**config.mk**
```make
export PLATFORM = sky130hd
export DESIGN_NAME = syncedge_bank
export DESIGN_NICKNAME = d
export VERILOG_FILES = /design/src/rtl/syncedge_bank.sv
export SDC_FILE = /design/constraint.sdc
export NUM_CORES = 1
export LEC_CHECK = 0
export CORE_ASPECT_RATIO = 0.7
export CORE_MARGIN = 3
export CORE_UTILIZATION = 55
export DETAILED_ROUTE_END_ITERATION = 7
export PLACE_DENSITY = 0.82
export SLEW_MARGIN = 10
export SYNTH_ARGS = -nofsm -noshare
export SYNTH_HDL_FRONTEND = slang
export SYNTH_SLANG_ARGS = --single-unit
```
**constraint.sdc**
```tcl
create_clock -name CLK -period 3.2 [get_ports CLK]
set_input_delay 0.32 -clock CLK [delete_from_list [all_inputs] [get_ports CLK]]
set_output_delay 0.32 -clock CLK [all_outputs]
set_load 0.01 [all_outputs]
```
**src/rtl/syncedge_bank.sv**
```systemverilog
// syncedge_bank: multi-channel synchronised edge detector. Each channel has an
// optional input synchroniser, selectable edge mode, a holdoff (dead-time)
// counter and a sticky event flag. Detection is suppressed for a short
// warm-up window after reset so that lines held through reset make no event.

// One channel: sync chain, previous-level register, edge qualify, holdoff, sticky.
module syncedge_lane #(
  parameter int    SYNC_STAGES  = 2,
  parameter string EDGE         = "RISING",
  parameter int    HOLDOFF_BITS = 4
) (
  input  logic                    clk,
  input  logic                    rst,
  input  logic                    din,
  input  logic                    warm,
  input  logic [HOLDOFF_BITS-1:0] holdoff,
  input  logic                    clr,
  output logic                    pulse,
  output logic                    sticky
);

  localparam logic [HOLDOFF_BITS-1:0] CNT_ONE = 1;

  logic                    lvl;
  logic                    prv;
  logic                    edge_c;
  logic                    accept;
  logic [HOLDOFF_BITS-1:0] cnt;

  generate
    if (SYNC_STAGES == 0) begin : g_nosync
      assign lvl = din;
    end else begin : g_sync
      logic [SYNC_STAGES-1:0] sync;
      // Synchroniser chain; lvl is the last stage.
      always_ff @(posedge clk) begin
        if (rst) begin
          sync <= '0;
        end else begin
          sync[0] <= din;
          for (int k = 1; k < SYNC_STAGES; k++) sync[k] <= sync[k-1];
        end
      end
      assign lvl = sync[SYNC_STAGES-1];
    end
  endgenerate

  // Any EDGE value other than FALLING/BOTH behaves as RISING.
  generate
    if (EDGE == "FALLING") begin : g_fall
      assign edge_c = ~lvl & prv;
    end else if (EDGE == "BOTH") begin : g_both
      assign edge_c = lvl ^ prv;
    end else begin : g_rise
      assign edge_c = lvl & ~prv;
    end
  endgenerate

  // Edges arriving while the counter runs are dropped, not queued.
  assign accept = edge_c & warm & (cnt == '0);

  // Previous level, holdoff count, strobe and sticky flag (set beats clear).
  always_ff @(posedge clk) begin
    if (rst) begin
      prv    <= 1'b0;
      cnt    <= '0;
      pulse  <= 1'b0;
      sticky <= 1'b0;
    end else begin
      prv   <= lvl;
      pulse <= accept;
      if (accept)          cnt <= holdoff;
      else if (cnt != '0)  cnt <= cnt - CNT_ONE;
      if (accept)          sticky <= 1'b1;
      else if (clr)        sticky <= 1'b0;
    end
  end

endmodule

// Top: shared warm-up shift register plus an array of channel lanes.
module syncedge_bank #(
  parameter int    NCH          = 8,
  parameter int    SYNC_STAGES  = 2,
  parameter string EDGE         = "RISING",
  parameter int    HOLDOFF_BITS = 4
) (
  input  logic                    CLK,
  input  logic                    RST,
  input  logic [NCH-1:0]          I,
  input  logic [HOLDOFF_BITS-1:0] HOLDOFF,
  input  logic [NCH-1:0]          CLR,
  output logic [NCH-1:0]          O,
  output logic [NCH-1:0]          STICKY,
  output logic                    ANY
);

  // One bit per sync stage plus one for the previous-level register, so the
  // first edge seen after reset compares two genuinely sampled levels.
  logic [SYNC_STAGES:0] vld_pipe;
  logic                 warm;

  // Warm-up shift register: fills with ones after reset release.
  always_ff @(posedge CLK) begin
    if (RST) begin
      vld_pipe <= '0;
    end else begin
      vld_pipe[0] <= 1'b1;
      for (int k = 1; k <= SYNC_STAGES; k++) vld_pipe[k] <= vld_pipe[k-1];
    end
  end

  assign warm = vld_pipe[SYNC_STAGES];

  syncedge_lane #(
    .SYNC_STAGES (SYNC_STAGES),
    .EDGE        (EDGE),
    .HOLDOFF_BITS(HOLDOFF_BITS)
  ) u_lane [NCH-1:0] (
    .clk    (CLK),
    .rst    (RST),
    .din    (I),
    .warm   (warm),
    .holdoff(HOLDOFF),
    .clr    (CLR),
    .pulse  (O),
    .sticky (STICKY)
  );

  assign ANY = |O;

endmodule

```
==> summary.txt, run 1 <==
Timing
  • Fmax achieved: 541.9 MHz
  • Worst slew pin tran: 752.1 ps
  • Tmin final: 1845 ps
  • Rel. slew slack: 49.86%
  • Setup TNS: 0 ps
  • RSZ-0062 raised after global routing: no
  • Final-report max-slew violation count: 0
  • Final Cycle Share: 57.66%
  • Finish-stage setup viols: 0
  • Setup Skew: 6.966 ps
  • Hold Fails Final Rpt: 0

Synth
  • Ys async rst share: 0%
  • Cell count after synthesis: 350
  • Synth area leaders: dfxtp_1 45%, nor2b_1 6.2%, ha_1 6.0%, a211oi_1 5.4%, buf_4 3.6%
  • Area share of the largest cell type after synthesis: 45.01%
  • Count leader, synth: dfxtp_1
  • YS warnings: 0
  • Seq/Total Area, Yosys: 45.01%
  • Synth top cells by count: 75 x dfxtp_1, 33 x nor2b_1, 24 x a211oi_1
  • Yosys top cell by area: dfxtp_1
  • Post-synth EDFFs: 0
  • Avg Inst Size Synth: 9.531 µm²
  • Synth cell types: 33
  • Synth Cell Area: 3336 µm²
  • Main flop type after synthesis: dfxtp_1
  • Syn_nets: 388
  • Number of synthesized register bits: 75

Routing
  • Vias: 2,488
  • DR iter-0 viols: 132
  • Drt drc: 0
  • Routed wire per std cell: 14.40 µm
  • Final wirelength: 6.379 mm
  • Final ANT Viol Nets: 0
  • Iteration count of the initial detailed-routing pass: 4
  • Routed vias/inst: 5.616

Global routing
  • Pin count of the biggest net entering global routing: 76
  • GRT Total Usage: 19.50%
  • Initial antenna violation count: 0
  • Number of global-route vias before repair: 2,348
  • First-pass GRT wire length: 11.00 mm
  • GRT Residual Overflow: 0

Setup path
  • CP required: 2880 ps
  • Crit path DAT: 1530 ps
  • Crit path max fanout: 2
  • Worst R2R End: u_lane[2].cnt[0]
  • Crit. End Element: output port
  • R2R Setup Slk: 1490 ps
  • Worst-case reg-to-reg path depth: 5
  • Setup CP Type: flip-flop to output port
  • Worst r2r src: u_lane[2].cnt[0]
  • Startpoint types: flip-flop

Cells and area
  • Layout cells sized above 1: 5.978%
  • Fin nets: 401
  • Area growth from synthesis to layout: 13.39%
  • # diodes: 0
  • Multi-input logic area: 1549 µm²
  • Fillers: 500
  • Final Core Density: 65.39%
  • Reg area: 1501 µm²

Worst hold path
  • Hold endpoint: u_lane[1].g_sync.sync[1]
  • Hold path depth: 1
  • Tightest Hold Check Type: flip-flop to flip-flop
  • Hold_sp: u_lane[1].g_sync.sync[0]

Job
  • Max-cap viol count: 0

Floorplanning
  • Core area: 5784 µm²
  • Initial Util: 57.67%
  • # IOs: 39
  • Die Area: 7050 µm²
  • Row Count: 23
  • Die W: 99.08 µm
  • Die Ht: 71.16 µm

Power and ir drop
  • Switch share: 34.71%
  • Internal Power: 2.058 mW
  • Logic pwr share: 37.5%
  • Reg power frac: 42.1%
  • Maximum vdd drop: 0.0004729 V
  • Clock power share: 20.3%
  • Static Leak: 1.406 nW
  • Power per cell area: 833.3 nW/µm²
  • Net Sw Power: 1.094 mW
  • Tot Pwr: 3.152 mW

Placed design
  • Routability Congestion: 0.8277
  • Port Buffer Count: 38
  • Hpwl dp: 4.363 mm

CTS
  • Clock Root Buffer: clkbuf_8
  • Post-CTS Resized: 0
  • CTS buffer count: 9
  • TritonCTS clock tree: built
  • # Post-CTS Setup Buffers: 0
  • TritonCTS Sinks: 75
  • Clock Path Buffers: 2
  • H-tree depth: 3
  • Hold_buf cts: 0
  • Worst-path clk slew: 70 ps
  • Clock Latency Late Sink: 340 ps

Status
  • Outcome: finished clean
routing by layer:
metal / up-vias / global-route usage, % / routed length [µm]
met2: 55 / 29.46 / 2884
met3: 6 / 5.616 / 316
met5: - / 0 / 0
met1: 1186 / 26.86 / 3111
met4: 0 / 6.667 / 67
li1: 1241 / - / -
area by class of cell:
| type | instances | share of cell area, % |
|---|---|---|
| Timing Repair Buffer | 41 | 10.52 |
| Sequential cell | 75 | 39.70 |
| Inverter | 18 | 1.786 |
| Clock inverter | 2 | 0.2646 |
| Tap cell | 75 | 2.481 |
| Clock buffer | 14 | 4.300 |
| Multi-Input combinational cell | 218 | 40.95 |
per-stage QoR:
| stage | instances | hold slack (ps) | cell area [µm²] | setup WS, ps |
|---|---|---|---|---|
| floorplan | 350 | 413.8 | 3336 | 1655 |
| global placement | 427 | 419.9 | 3610 | 1497 |
| detailed placement | 427 | 427.4 | 3610 | 1411 |
| CTS | 443 | 439.0 | 3782 | 1334 |
| global route | 443 | 466.9 | 3782 | 1275 |
| finish | 443 | 434.2 | 3782 | 1355 |
registers in the layout, summed over array words and instances, names as in the netlist:
register,count
u_lane.cnt,32
u_lane.g_sync.sync,16
u_lane.prv,8
u_lane.pulse,8
u_lane.sticky,8
vld_pipe,3
logic make-up (layout without fill, tap and decap cells):
group           count (synthesis)  after routing  synth area share (%)
fa+ha+maj                      16             16                 6.001
mux                             8              8                 2.401
xor+xnor                        8              8                 2.101
simple gates                  114            114                 20.71
compound gates                 72             72                 15.23
flops                          75             75                 45.01
buf+inv                        57             75                 8.552
worst max path at each step:
| stage | start | to | slack [ps] |
|---|---|---|---|
| floorplan | u_lane[2].cnt[0] | u_lane[2].cnt[0] | 1660 |
| detailed placement | HOLDOFF[0] | u_lane[7].cnt[0] | 1410 |
| global route | u_lane[1].pulse | ANY | 1270 |
| global placement | HOLDOFF[3] | u_lane[5].cnt[3] | 1500 |
| CTS | u_lane[1].pulse | ANY | 1330 |
| finish | u_lane[1].pulse | ANY | 1350 |
cells in the final DEF, fill, tap and decap left out, types with 11 or more instances in the layout:
cell type	instances
dfxtp_1	75
a211oi_1	24
inv_1	18
nor2b_1	33
clkdlybuf4s50_1	37
clkbuf_8	11
nor2_1	16
nand2b_1	16
a21oi_1	12
ha_1	16
power groups by stage:
stage,sequential [mW],clock [mW],combinational [mW]
5_1_grt,1.36,0.696,1.36
3_5_place_dp,1.34,0,1.17
6_report,1.33,0.641,1.18
3_3_place_gp,1.33,0,1.13
4_1_cts,1.32,0.657,1.18
2_1_floorplan,1.29,0,1.03
critical path, stage by stage, from the launching register on:
cell,delay (ps)
dfxtp_1,310
nor4_1,300
nand2_1,90
clkdlybuf4s50_1,480
Note: power is estimated with default switching activity, not from simulation.
==> run 2, diff against run 1 <==
--- a/config.mk
+++ b/config.mk
@@ -7,9 +7,9 @@
 export LEC_CHECK = 0
 export CORE_ASPECT_RATIO = 0.7
 export CORE_MARGIN = 3
-export CORE_UTILIZATION = 55
+export CORE_UTILIZATION = 50
 export DETAILED_ROUTE_END_ITERATION = 7
-export PLACE_DENSITY = 0.82
+export PLACE_DENSITY = 0.78
 export SLEW_MARGIN = 10
 export SYNTH_ARGS = -nofsm -noshare
 export SYNTH_HDL_FRONTEND = slang
==> constraint.sdc (replaced) <==
create_clock -name CLK -period 1.6 [get_ports CLK]
set_input_delay 0.16 -clock CLK [delete_from_list [all_inputs] [get_ports CLK]]
set_output_delay 0.16 -clock CLK [all_outputs]
set_load 0.01 [all_outputs]
==> run 2 against run 1 <==
Clock power increased by 100%. Non-clock buffer count increased by 11. Sequential power increased by 100%. Register-to-register slack got worse by 1400 ps. Final cell count increased by 6.1%. Worst setup slack got worse by 1300 ps. Flip-flop and latch count unchanged. Die area increased by 9.3%. Critical path depth increased by 2. Clock skew about the same. Critical path type is now flip-flop to flip-flop.
==> summary.txt, run 2 (synthesis results as in run 1) <==
Setup path
  • Startpoint types: flip-flop
  • Crit path DAT: 1810 ps (+280 ps)
  • Setup CP Type: flip-flop to flip-flop
  • Crit. End Element: flip-flop
  • Crit path max fanout: 5 (+3)
  • CP Buf/Inv Count: 1 (unchanged)
  • Delay of the slowest critical-path stage: 410 ps (-70 ps)
  • Crit-path slowest cell: or3b_4
  • CP top delay family: compound AO/OA/AOI/OAI gates
  • Crit-path cells: inv_1 -> ha_2 -> or3b_4 -> a31o_1 -> a211oi_2
  • CP required: 1870 ps (-1010 ps)

Timing
  • Worst slew pin tran: 460.2 ps (-291.9 ps)
  • Tmin final: 1536 ps
  • Setup Skew: 6.785 ps (-0.1812 ps)
  • Rel. slew slack: 69.26% (+19 points)
  • Fmax achieved: 651.0 MHz
  • Finish-stage setup viols: 0 (unchanged)
  • Final-report max-slew violation count: 0 (unchanged)
  • Hold Fails Final Rpt: 0 (unchanged)
  • Final Cycle Share: 96.00%
  • Setup TNS: 0 ps (unchanged)

Power and ir drop
  • Static Leak: 1.479 nW (+5.2%)
  • Maximum vdd drop: 0.001017 V (+120%)
  • Tot Pwr: 6.665 mW (+110%)
  • Power per cell area: 1683 nW/µm² (+100%)

Floorplanning
  • # IOs: 39 (unchanged)
  • Row Count: 24 (+4.3%)
  • Die Ht: 74.34 µm (+4.5%)
  • Die W: 103.6 µm (+4.6%)
  • Initial Util: 52.65% (-5.0 points)
  • Die Area: 7703 µm² (+9.3%)
  • Core area: 6336 µm² (+9.5%)

Global routing
  • Pin count of the biggest net entering global routing: 76 (unchanged)
  • GRT Residual Overflow: 0 (unchanged)
  • Initial antenna violation count: 0 (unchanged)
  • Number of global-route vias before repair: 2,440 (+3.9%)
  • First-pass GRT wire length: 11.20 mm (+1.8%)
  • GRT Total Usage: 18.40% (-1.1 points)

Routing
  • Iteration count of the initial detailed-routing pass: 4 (unchanged)
  • Drt drc: 0 (unchanged)
  • Routed vias/inst: 5.349 (-4.8%)
  • Final ANT Viol Nets: 0 (unchanged)
  • Final wirelength: 6.778 mm (+6.3%)
  • Routed wire per std cell: 14.42 µm (+0.15%)
  • DR iter-0 viols: 121 (-8.3%)
  • Vias: 2,514 (+1.0%)

Job
  • Max-cap viol count: 0 (unchanged)

Worst hold path
  • Tightest Hold Check Type: input pin to flip-flop

CTS
  • TritonCTS Sinks: 75 (unchanged)
  • Clock Latency Late Sink: 350 ps (about the same)
  • Clock Root Buffer: clkbuf_8
  • Hold_buf cts: 0 (unchanged)
  • CTS buffer count: 9 (unchanged)
  • TritonCTS clock tree: built
  • Clock Path Buffers: 2 (unchanged)
  • H-tree depth: 3 (unchanged)
  • Worst-path clk slew: 70 ps (about the same)

Status
  • Outcome: finished clean

Cells and area
  • Area growth from synthesis to layout: 18.72%
  • Max reg flops: 32 (unchanged)
  • Commonest non-fill, non-tap cells in the layout: 73 x dfxtp_1, 36 x clkdlybuf4s50_1, 33 x nor2b_1, 23 x a211oi_1, 17 x inv_1
  • Layout cells sized above 1: 12.66% (+6.7 points)
  • # diodes: 0 (unchanged)
  • Fin nets: 412 (+2.7%)
  • Largest Register: u_lane.cnt
  • Regs by FF count: u_lane.cnt (32), u_lane.g_sync.sync (16)
  • Most common cell after layout, fill and taps aside: dfxtp_1

Placed design
  • Port Buffer Count: 38 (unchanged)
  • Hpwl dp: 4.696 mm (+7.6%)
  • Routability Congestion: 0.8639 (+4.4%)
==> run 2: worst paths after layout <==
check	from	cells after the start	slack, ps	end
max	u_lane[0].cnt[1]	5	60	u_lane[0].cnt[0]
min	RST	3	250	vld_pipe[0]
max reg2reg	u_lane[0].cnt[1]	5	60	u_lane[0].cnt[0]
min reg2reg	vld_pipe[0]	1	440	vld_pipe[1]
==> run 2: metrics by stage <==
step	instance area (µm²)	std cells	utilization (%)	setup slack (ps)	hold slack, ps
after global placement	3717	453	58.67	70.08	416.9
after CTS	3902	469	61.59	12.81	239.8
after global routing	3960	470	62.50	-0.6840	265.5
after detailed placement	3717	453	58.67	-21.00	428.9
final	3960	470	62.50	63.98	245.9
after floorplan	3336	350	-	55.28	288.2
==> run 2: worst min-delay path: cells and delay by family <==
family	cells	cell delay, ps
buf+inv	3	390
==> run 2: cell type report <==
type                            instances  area [µm²]
Fill cell                             557        2376
Multi-Input combinational cell        218        1610
Sequential cell                        75        1504
Timing Repair Buffer                   52       491.7
Clock buffer                           14       162.7
Tap cell                               91       113.9
Inverter                               18       67.56
Clock inverter                          2       10.01
==> run 2: power by group <==
part           switching [mW]  internal, mW
registers               0.384          2.28
logic                    1.27          1.43
clock network           0.654         0.645
total                    2.30          4.36
==> run 2: metal layers <==
| metal | track usage, % | wire length (µm) | vias to the layer above |
|---|---|---|---|
| met5 | 0 | 0 | - |
| met4 | 6.047 | 35 | 0 |
| met3 | 5.637 | 347 | 6 |
| met2 | 32.32 | 3275 | 49 |
| met1 | 22.14 | 3119 | 1201 |
| li1 | - | - | 1258 |
==> run 2: repair_timing <==
action,CTS,global route
setup endpoints to repair,4,13
buffers inserted,0,1
gates resized for setup,5,15
